## src/rtl/lru_age_tracker.sv

```systemverilog
// True-LRU age tracker: per-way age permutation, max-age victim select via comparator tree.
// Optional invalid-way-first replacement is enabled by defining LRU_INVALID_FIRST_EN.
module lru_age_tracker #(
    parameter int WAYS  = 4,
    parameter int AGE_W = 2
) (
    input  logic                    clk,
    input  logic                    rst_n,
    input  logic                    acc_valid,
    input  logic [AGE_W-1:0]        acc_way,
    input  logic                    inv_valid,
    input  logic [AGE_W-1:0]        inv_way,
    output logic [AGE_W-1:0]        victim_way,
    output logic [AGE_W-1:0]        hit_age,
    output logic [WAYS*AGE_W-1:0]   ages_o
);

    logic [AGE_W-1:0] age_reg  [WAYS];
    logic [AGE_W-1:0] age_next [WAYS];
    logic [AGE_W-1:0] acc_old_age;
    logic [AGE_W-1:0] inv_old_age;
    logic             inv_apply;
    logic [AGE_W-1:0] max_way;
    logic [AGE_W-1:0] victim_next;

    assign acc_old_age = age_reg[acc_way];
    assign inv_old_age = age_reg[inv_way];
    // An access in the same cycle always wins over an invalidate.
    assign inv_apply   = inv_valid & ~acc_valid;

    genvar gi;
    generate
        for (gi = 0; gi < WAYS; gi++) begin : g_age
            assign age_next[gi] =
                acc_valid ? ((acc_way == AGE_W'(gi))        ? '0 :
                             (age_reg[gi] < acc_old_age)    ? age_reg[gi] + AGE_W'(1) :
                                                              age_reg[gi]) :
                inv_apply ? ((inv_way == AGE_W'(gi))        ? AGE_W'(WAYS-1) :
                             (age_reg[gi] > inv_old_age)    ? age_reg[gi] - AGE_W'(1) :
                                                              age_reg[gi]) :
                            age_reg[gi];
            assign ages_o[gi*AGE_W +: AGE_W] = age_reg[gi];
        end
    endgenerate

    // Heap-ordered comparator tree: leaves WAYS-1.. hold ways 0..WAYS-1, node 0 is the root.
    // The left subtree always holds lower indices, so the right child wins only when strictly older.
    logic [AGE_W-1:0] node_age [2*WAYS-1];
    logic [AGE_W-1:0] node_idx [2*WAYS-1];

    generate
        for (gi = 0; gi < WAYS; gi++) begin : g_leaf
            assign node_age[WAYS-1+gi] = age_next[gi];
            assign node_idx[WAYS-1+gi] = AGE_W'(gi);
        end
        for (gi = 0; gi < WAYS-1; gi++) begin : g_node
            logic right_wins;
            assign right_wins    = node_age[2*gi+2] > node_age[2*gi+1];
            assign node_age[gi]  = right_wins ? node_age[2*gi+2] : node_age[2*gi+1];
            assign node_idx[gi]  = right_wins ? node_idx[2*gi+2] : node_idx[2*gi+1];
        end
    endgenerate

    assign max_way = node_idx[0];

`ifdef LRU_INVALID_FIRST_EN
    localparam logic [AGE_W-1:0] VICTIM_RST = '0;

    logic [WAYS-1:0]  valid_reg;
    logic [WAYS-1:0]  valid_next;
    logic             any_invalid;
    logic [AGE_W-1:0] first_invalid;

    always_comb begin
        valid_next = valid_reg;
        if (acc_valid) begin
            valid_next[acc_way] = 1'b1;
        end else if (inv_apply) begin
            valid_next[inv_way] = 1'b0;
        end
    end

    // Scan downwards so the lowest invalid index is the last one written.
    always_comb begin
        any_invalid   = 1'b0;
        first_invalid = '0;
        for (int i = WAYS-1; i >= 0; i--) begin
            if (!valid_next[i]) begin
                any_invalid   = 1'b1;
                first_invalid = AGE_W'(i);
            end
        end
    end

    assign victim_next = any_invalid ? first_invalid : max_way;

    always_ff @(posedge clk or negedge rst_n) begin
        if (!rst_n) begin
            valid_reg <= '0;
        end else begin
            valid_reg <= valid_next;
        end
    end
`else
    localparam logic [AGE_W-1:0] VICTIM_RST = AGE_W'(WAYS-1);

    assign victim_next = max_way;
`endif

    always_ff @(posedge clk or negedge rst_n) begin
        if (!rst_n) begin
            for (int i = 0; i < WAYS; i++) begin
                age_reg[i] <= AGE_W'(i);
            end
            victim_way <= VICTIM_RST;
            hit_age    <= '0;
        end else begin
            for (int i = 0; i < WAYS; i++) begin
                age_reg[i] <= age_next[i];
            end
            victim_way <= victim_next;
            if (acc_valid) begin
                hit_age <= acc_old_age;
            end
        end
    end

endmodule

```

## config.mk

```make
export PLATFORM = sky130hd
export DESIGN_NAME = lru_age_tracker
export DESIGN_NICKNAME = d
export VERILOG_FILES = /design/src/rtl/lru_age_tracker.sv
export SDC_FILE = /design/constraint.sdc
export NUM_CORES = 1
export LEC_CHECK = 0
export ABC_AREA = 0
export CAP_MARGIN = 20
export CORE_UTILIZATION = 51
export CTS_CLUSTER_DIAMETER = 50
export CTS_CLUSTER_SIZE = 28
export DETAILED_ROUTE_END_ITERATION = 8
export PLACE_DENSITY = 0.76
export SLEW_MARGIN = 5
export SYNTH_ARGS = -nofsm -noshare
export SYNTH_HDL_FRONTEND = slang
export SYNTH_SLANG_ARGS = --single-unit
```

## constraint.sdc

```tcl
create_clock -name clk -period 6.7 [get_ports clk]
set_clock_uncertainty 0.05 [all_clocks]
set_input_delay 0.67 -clock clk [delete_from_list [all_inputs] [get_ports clk]]
set_output_delay 0.67 -clock clk [all_outputs]
set_load 0.02 [all_outputs]
```

# [Word-level counts from Yosys, hierarchy flattened]
# Index checks and enable logic that the tools add are counted.
[totals] regBits=12 in_bits=8 output_inout_bits=12 wordCells=74
[classes] addsub=8 magnitude_cmp=13 n_eq_ne=6 n_mux=35 n_bitwise=4 reduce_logical=2
[ops] cell="two-way mux 2 bit" n=31
[ops] cell="greater-than comparator 2 bit" n=7
[ops] cell="adder 2 x 1 -> 2 bit, second input constant" n=4
[ops] cell="binary-select mux 2 bit (select 2 bit)" n=2
[ops] cell="equality test 2 bit, second input constant" n=4
[ops] cell="less-than comparator 2 bit" n=4
[ops] cell="subtractor 2 x 1 -> 2 bit, second input constant" n=4
[ops] cell=">= comparator 3 bit, second input constant" n=2
[ops] cell="inverter 2 -> 3 bit" n=2
[ops] cell="equality test 2 x 1 -> 1 bit, second input constant" n=2
[ops] cell="logical NOT 2 bit" n=2
[ops] cell="two-way mux 1 bit" n=2
[ops] cell="bitwise AND 1 bit" n=1
[ops] cell="inverter 1 bit" n=1

# [Depth between registers and ports, before layout]
# Gate-level depths: netlist of the first run.
[logic_depth] depth_word=13 mapped_depth=18 mapped_depth_nobuf=17

# [Worst setup path before layout of the first run]
# OpenSTA, ideal clock, no wires.
[synth_path] path_type="input-to-reg" start="in inv_way[0]" end="reg victim_way[0]" setup_time_ns=0.075 t_arrival_ns=4.071 required_ns=6.575 path_slack_ns=2.504 path_stages=15 path_buffers=1 path_cell_list="clkbuf_1 > mux4_2 > inv_1 > ha_1 > nor2b_1 > o211ai_1 > nor2_1 > xnor2_1 > o221a_2 > ha_1 > o22ai_1 > mux2_1 > ha_1 > a21oi_1 > mux2i_1"
[synth_via] elab_chain_len=13 word_cells_on_any_way=36 cone_classes="7 x order compare; 3 x eq/ne; 24 x mux; 1 x bitwise; 1 x reduce/logical"
[synth_lines] element="start, declared" line_no="12" rtl="input logic [AGE_W-1:0] inv_way,"
[synth_lines] element="inverter 2 -> 3 bit (implied by the code)" line_no="27" rtl="assign inv_old_age = age_reg[inv_way];"
[synth_lines] element="binary-select mux 2 bit (select 2 bit)" line_no="27"
[synth_lines] element="two-way mux 2 bit (implied by the code) (2 in a row)" line_no="27"
[synth_lines] element="greater-than comparator 2 bit" line_no="39" rtl="(age_reg[gi] > inv_old_age) ? age_reg[gi] - AGE_W'(1) :"
[synth_lines] element="two-way mux 2 bit" line_no="39"
[synth_lines] element="two-way mux 2 bit (2 in a row)" line_no="38" rtl="inv_apply ? ((inv_way == AGE_W'(gi)) ? AGE_W'(WAYS-1) :"
[synth_lines] element="two-way mux 2 bit" line_no="35" rtl="acc_valid ? ((acc_way == AGE_W'(gi)) ? '0 :"
[synth_lines] element="greater-than comparator 2 bit" line_no="58" rtl="assign right_wins = node_age[2*gi+2] > node_age[2*gi+1];"
[synth_lines] element="two-way mux 2 bit" line_no="59" rtl="assign node_age[gi] = right_wins ? node_age[2*gi+2] : node_age[2*gi+1];"
[synth_lines] element="greater-than comparator 2 bit" line_no="58"
[synth_lines] element="two-way mux 2 bit (*)" line_no="60" rtl="assign node_idx[gi] = right_wins ? node_idx[2*gi+2] : node_idx[2*gi+1];"
[synth_lines] element="via max_way[0]" line_no="23" rtl="logic [AGE_W-1:0] max_way;"
[synth_lines] element="end signal, assigned" line_no="121" rtl="victim_way <= victim_next;"
[synth_lines] element="end, declared" line_no="13" rtl="output logic [AGE_W-1:0] victim_way,"
# Mark *: on every way through the listed nets, which the timed path passes. The rest lies on a longest branch. The select of a mux whose other input is x is not followed.
# A chain may end at the register's enable or synchronous reset.

# [Worst setup path after layout of the first run]
# Ends and elaborated chain as after synthesis.

==> reports/metrics.yaml, run 1 <==
synthesis:
  synth_edf_count: 0
  synth_fp_nets: 168
  syn_avg_cell_area_sq_um: 9.23
  yosysUniqueCellTypes: 37
  yosys-top-cells-area: "ha_1 (19%), dfstp_2 (12%), dfrtp_1 (12%)"
  synth-seq-cells: 12
  yosysWarnings: 0
  yosysSeqAreaShare: 0.238
  ys_top_cells_by_count: "ha_1 (20), inv_1 (14), nand2_1 (10), nor2_1 (10), nor2b_1 (7)"
  async_flop_share: 1.00
  yosysMostFrequentCell: "ha_1"
  yosysTopAreaCell: "ha_1"
  ys.flop_type: "dfstp_2"
  syn_area_sq_um: 1290
  postSynthCellCount: 140
  synth_top_area_frac: 0.194
cts:
  cts.sinks: 12
  cts_hold_buf: 0
  cts-resized-gates: 0
  cts_tree: "built"
  root_buffer: "clkbuf_4"
  cts_buffer_depth: 2
  path_clk_slew_ps: 80
  ctsHtreeMaxLevel: 1
  cts_setup_buffers: 0
  cts_buffers: 3
  worstSkewPairLatency_ps: 280
pwr:
  seq_power_share: 0.208
  ir_drop_mv: 0.435
  pwr-share-clk: 0.067
  p_per_area_nw_per_um2: 577
  power.switching_uw: 419
  pwr-share-comb: 0.724
  swShare: 0.470
  p_leak_nw: 0.686
  p_int_uw: 472
drt:
  drc_errors: 0
  wl_per_cell_um: 16.5
  initialDrtViolationCount: 26
  via_count: 1167
  postRouteAntennaNets: 0
  vias_per_cell: 6.17
  route.final.wire_length_mm: 3.12
  dr.pass1.iters: 4
timing:
  setup_viol: 0
  worst_slew_pin_slew_ps: 646
  period_needed_ps: 4650
  finalSetupTns_ps: 0
  layout_setup_ws_ps: 2050
  fin_hold_ws_ps: 469
  min_period_over_period: 0.694
  max_slew_margin: 0.568
  drv_slew: 0
  rsz0062_at_grt: "no"
  fmax_ghz: 0.215
  hold_viol_final: 0
worst_setup_path:
  worstReg2RegEnd: "victim_way[0]"
  r2r_start: "ages_o[1]"
  arrival_ps: 4810
  path_class: "input pin to flip-flop"
  critPathLaunchType: "input pin"
  r2r_slack_ps: 2610
  cp_max_fo: 8
  reg2regPathDepth: 15
  endpoint_kind: "flip-flop"
  crit_required_ps: 6870
final_layout:
  layout.nets: 190
  layout-drive-gt1-share: 0.137
  diodes: 0
  fin_cells: 189
  fillers: 186
  fin_util: 0.673
  area_growth_pct: 19.7
global_routing:
  grt_max_degree: 18
  grt_pass1_vias: 1114
  grt-ovfl-total: 0
  track_usage: 0.265
  antenna_found_initial: 0
  grt_pass1_wl_mm: 5.24
hold_path:
  min_to: "hit_age[1]"
  hold_class: "flip-flop to flip-flop"
  worstHoldStart: "hit_age[1]"
  timing.hold.worst_path_depth: 1
floorplan:
  floorplan.initialDensity: 0.563
  pin_count: 20
  core_sq_um: 2300
  fp.dieW_um: 52.3
  die_height_um: 52.3
  die_area_sq_um: 2740
  rows: 17
placement:
  dp_slack_ps: 1810
  gp_congestion: 0.831
  port_buffers: 19
  dp.cells: 185
  dp_hpwl_mm: 2.43
run_status:
  outcome: "completed"
job:
  max_cap_viol_count: 0
[placed cells by master, fill, tap and decap left out, types with 2 or more instances in the layout]
| cell | instances |
|---|---|
| a21oi_1 | 2 |
| a31oi_1 | 2 |
| and3_1 | 2 |
| clkbuf_4 | 3 |
| clkdlybuf4s50_1 | 19 |
| dfrtp_1 | 6 |
| dfstp_2 | 6 |
| ha_1 | 20 |
| inv_1 | 14 |
| mux2_2 | 2 |
| mux2i_1 | 4 |
| mux4_2 | 3 |
| nand2_1 | 10 |
| nand3b_1 | 4 |
| nor2_1 | 10 |
| nor2b_1 | 7 |
| nor3_1 | 4 |
| nor3b_1 | 3 |
| o211ai_1 | 4 |
| o21ai_0 | 6 |
| o221a_2 | 2 |
| o221ai_1 | 2 |
| o22ai_1 | 2 |
| o32ai_1 | 2 |
| or2_2 | 2 |
| or3_1 | 2 |
| xnor2_1 | 6 |
[sequential cells by signal (all words and copies together) (netlist names)]
register,flops
ages_o,8
hit_age,2
victim_way,2
[power by group through the flow]
stage | Combinational [mW] | Sequential (mW) | Clock (mW)
final | 0.646 | 0.186 | 0.0600
after global routing | 0.731 | 0.193 | 0.0641
after detailed placement | 0.641 | 0.186 | 0
after floorplan | 0.425 | 0.213 | 0
after CTS | 0.649 | 0.186 | 0.0598
after global placement | 0.613 | 0.184 | 0
[stage by stage]
| stage | power [mW] | area, sq um |
|---|---|---|
| after floorplan | 0.638 | 1290 |
| after CTS | 0.895 | 1550 |
| after global routing | 0.988 | 1550 |
| after detailed placement | 0.828 | 1510 |
| after global placement | 0.797 | 1510 |
| final | 0.892 | 1550 |
[worst max path at each step]
stage,start,end,slack (ps)
after floorplan,inv_way[0],victim_way[0],2500
after CTS,inv_way[0],victim_way[0],2070
final,inv_way[0],victim_way[0],2050
after global placement,inv_way[0],victim_way[0],1960
after global routing,inv_way[0],victim_way[0],1790
after detailed placement,inv_way[0],victim_way[0],1810
[area by class of cell]
type	count	area, sq um	share of cell area
multi-input combinational	112	925	0.598
clock buffer	4	36.3	0.0235
inverter	14	52.6	0.0340
timing repair buffer	19	190	0.123
tap	28	35.0	0.0227
sequential	12	308	0.199
[cell families after synthesis]
family                   count (synthesis)  share of synthesized area
AND/OR/NAND/NOR                         49                      0.208
buffers and inverters                   16                     0.0465
adder cells (fa/ha/maj)                 20                      0.194
XOR/XNOR                                 6                     0.0407
flip-flops                              12                      0.238
multiplexers                            11                      0.130
AO/OA/AOI/OAI                           26                      0.143
[critical path, cell delays in order]
cell	delay, ps
clkdlybuf4s50_1	620
mux4_2	540
inv_1	150
ha_1	260
nor2b_1	130
o211ai_1	290
o21ai_0	140
a31oi_1	250
nor2_1	130
ha_1	320
nor2_1	50
o22ai_1	190
mux2_1	360
ha_1	280
a21oi_1	230
mux2i_1	210
[layer usage]
metal,vias to the layer above,track usage,part of all wire
met3,4,0.0638,0.045
met5,-,0,0
met4,0,0.0482,0.0048
met2,35,0.470,0.52
li1,561,-,-
met1,567,0.323,0.42
(Power assumes the default switching activity.)
==> inputs of run 2 (changes only) <==
- clock period: 6.7 -> 4.29 ns (I/O delays scaled with it)
==> run 2 against run 1 <==
Die area unchanged. Total power up 72%. Wire length up 3.4%. Sequential share of layout area down 1.2 points. Critical path depth down 2. First-iteration DRC count down 31%. Final cell count up 5.8%. Utilization up 4.5 points. Non-clock buffer count up 12.
==> reports/metrics.yaml, run 2 (same netlist as run 1, synthesis figures left out) <==
cts:
  cts_tree: "built"
  cts.sinks: 12  # unchanged
  ctsHtreeMaxLevel: 1  # unchanged
  root_buffer: "clkbuf_4"
  worstSkewPairLatency_ps: 270  # about the same
  path_clk_slew_ps: 70  # about the same
  cts_buffer_depth: 2  # unchanged
  cts_buffers: 3  # unchanged
hold_path:
  hold_class: "input pin to asynchronous set/reset pin"
global_routing:
  grt_pass1_vias: 1188  # +6.6%
  track_usage: 0.267  # +0.00170
  grt_max_degree: 17  # -1
  grt_pass1_wl_mm: 5.35  # +2.2%
  antenna_found_initial: 0  # unchanged
  grt-ovfl-total: 0  # unchanged
final_layout:
  layout-drive-gt1-share: 0.221  # +0.0843
  regArea_sq_um: 308  # unchanged
  fillers: 176  # -5.4%
  final_cell_mix: "ha_1 (20), clkdlybuf4s50_1 (18), inv_1 (13), buf_4 (12)"
  diodes: 0  # unchanged
  layout_commonest_cell: "ha_1"
  area_growth_pct: 27.6
  largest_reg_flops: 8  # unchanged
  layout.nets: 202  # +6.3%
  multi_input_area_sq_um: 948  # +2.6%
  fin_util: 0.718  # +0.0447
timing:
  worst_slew_pin_slew_ps: 546  # -99.5 ps
  setup_viol: 0  # unchanged
  max_slew_margin: 0.635  # +0.0666
  fmax_ghz: 0.248
  finalSetupTns_ps: 0  # unchanged
  fin_hold_ws_ps: 459  # -9.84 ps
  period_needed_ps: 4040
  min_period_over_period: 0.942
  rsz0062_at_grt: "no"
  hold_viol_final: 0  # unchanged
  drv_slew: 0  # unchanged
floorplan:
  floorplan.initialDensity: 0.563  # unchanged
  die_height_um: 52.3  # unchanged
  pin_count: 20  # unchanged
  die_area_sq_um: 2740  # unchanged
  core_sq_um: 2300  # unchanged
  fp.dieW_um: 52.3  # unchanged
  rows: 17  # unchanged
worst_setup_path:
  path_class: "input pin to flip-flop"
  critPathLaunchType: "input pin"
  endpoint_kind: "flip-flop"
  arrival_ps: 4190  # -620 ps
  cp_max_fo: 4  # -4
  crit_required_ps: 4440  # -2430 ps
pwr:
  pwr-share-comb: 0.764  # +0.040
  swShare: 0.453  # -0.0174
  p_int_uw: 839  # +78%
  pwr-share-clk: 0.046  # -0.021
  seq_power_share: 0.190  # -0.018
  p_per_area_nw_per_um2: 930  # +61%
  p_leak_nw: 0.751  # +9.5%
  power.switching_uw: 695  # +66%
  ir_drop_mv: 0.727  # +67%
  total_power_mw: 1.53  # +72%
job:
  max_cap_viol_count: 0  # unchanged
drt:
  vias_per_cell: 6.01  # -2.7%
  via_count: 1201  # +2.9%
  drc_errors: 0  # unchanged
  initialDrtViolationCount: 18  # -31%
  route.final.wire_length_mm: 3.22  # +3.4%
  postRouteAntennaNets: 0  # unchanged
  wl_per_cell_um: 16.1  # -2.3%
  dr.pass1.iters: 4  # unchanged
placement:
  port_buffers: 19  # unchanged
  gp_congestion: 0.892  # +7.4%
  dp_hpwl_mm: 2.51  # +3.3%
run_status:
  outcome: "completed"
-- run 2: metrics by stage --
step	cell area [sq um]	std cells	worst slack [ps]
after CTS	1620	200	82.0
after global placement	1600	197	-67.7
after floorplan	1290	140	335
after detailed placement	1600	197	-189
after global routing	1650	200	0.529
final	1650	200	250
-- run 2: layout make-up --
| type | instances | area share |
|---|---|---|
| repair buffers | 31 | 0.171 |
| inverters | 14 | 0.0319 |
| multi-input cells | 112 | 0.575 |
| flip-flops and latches | 12 | 0.187 |
| well taps | 28 | 0.0212 |
| clock buffers | 3 | 0.0137 |
-- run 2: worst max-delay path: stages --
cell	delay, ps
clkdlybuf4s50_1	510
mux4_1	580
inv_1	200
ha_1	280
nor3_1	290
xnor2_1	130
o221a_2	240
ha_1	320
nor2_1	150
o22ai_2	90
mux2_1	330
ha_1	290
a21oi_2	170
mux2i_1	190
-- run 2: power by group through the flow --
| stage | combinational, mW | clock, mW | sequential (mW) |
|---|---|---|---|
| 2_1_floorplan | 0.664 | 0 | 0.333 |
| 3_3_place_gp | 1.07 | 0 | 0.289 |
| 3_5_place_dp | 1.12 | 0 | 0.292 |
| 4_1_cts | 1.13 | 0.0706 | 0.292 |
| 5_1_grt | 1.31 | 0.0764 | 0.301 |
| 6_report | 1.17 | 0.0700 | 0.292 |
-- run 2: repair_timing --
action | in CTS | in global routing
hold buffers | 0 | 0
setup buffers | 0 | 0
gates resized for setup | 0 | 6
setup endpoints to repair | 0 | 2
-- run 2: final timing paths --
path / from / cells after the start / to / slack (ps)
hold reg to reg: hit_age[0] / 1 / hit_age[0] / 460
min in group clk: hit_age[0] / 1 / hit_age[0] / 460
setup / recovery: acc_way[0] / 14 / victim_way[0] / 250
hold / removal: rst_n / 1 / ages_o[1] / 460
max in group asynchronous: rst_n / 1 / ages_o[7] / 3360
setup reg to reg: ages_o[1] / 15 / victim_way[0] / 390
-- run 2: routing by layer --
layer,global-route usage,vias up,share of wire
met5,0,-,0
li1,-,586,-
met3,0.0609,2,0.024
met4,0.0263,0,0.0062
met2,0.462,19,0.51
met1,0.346,594,0.46
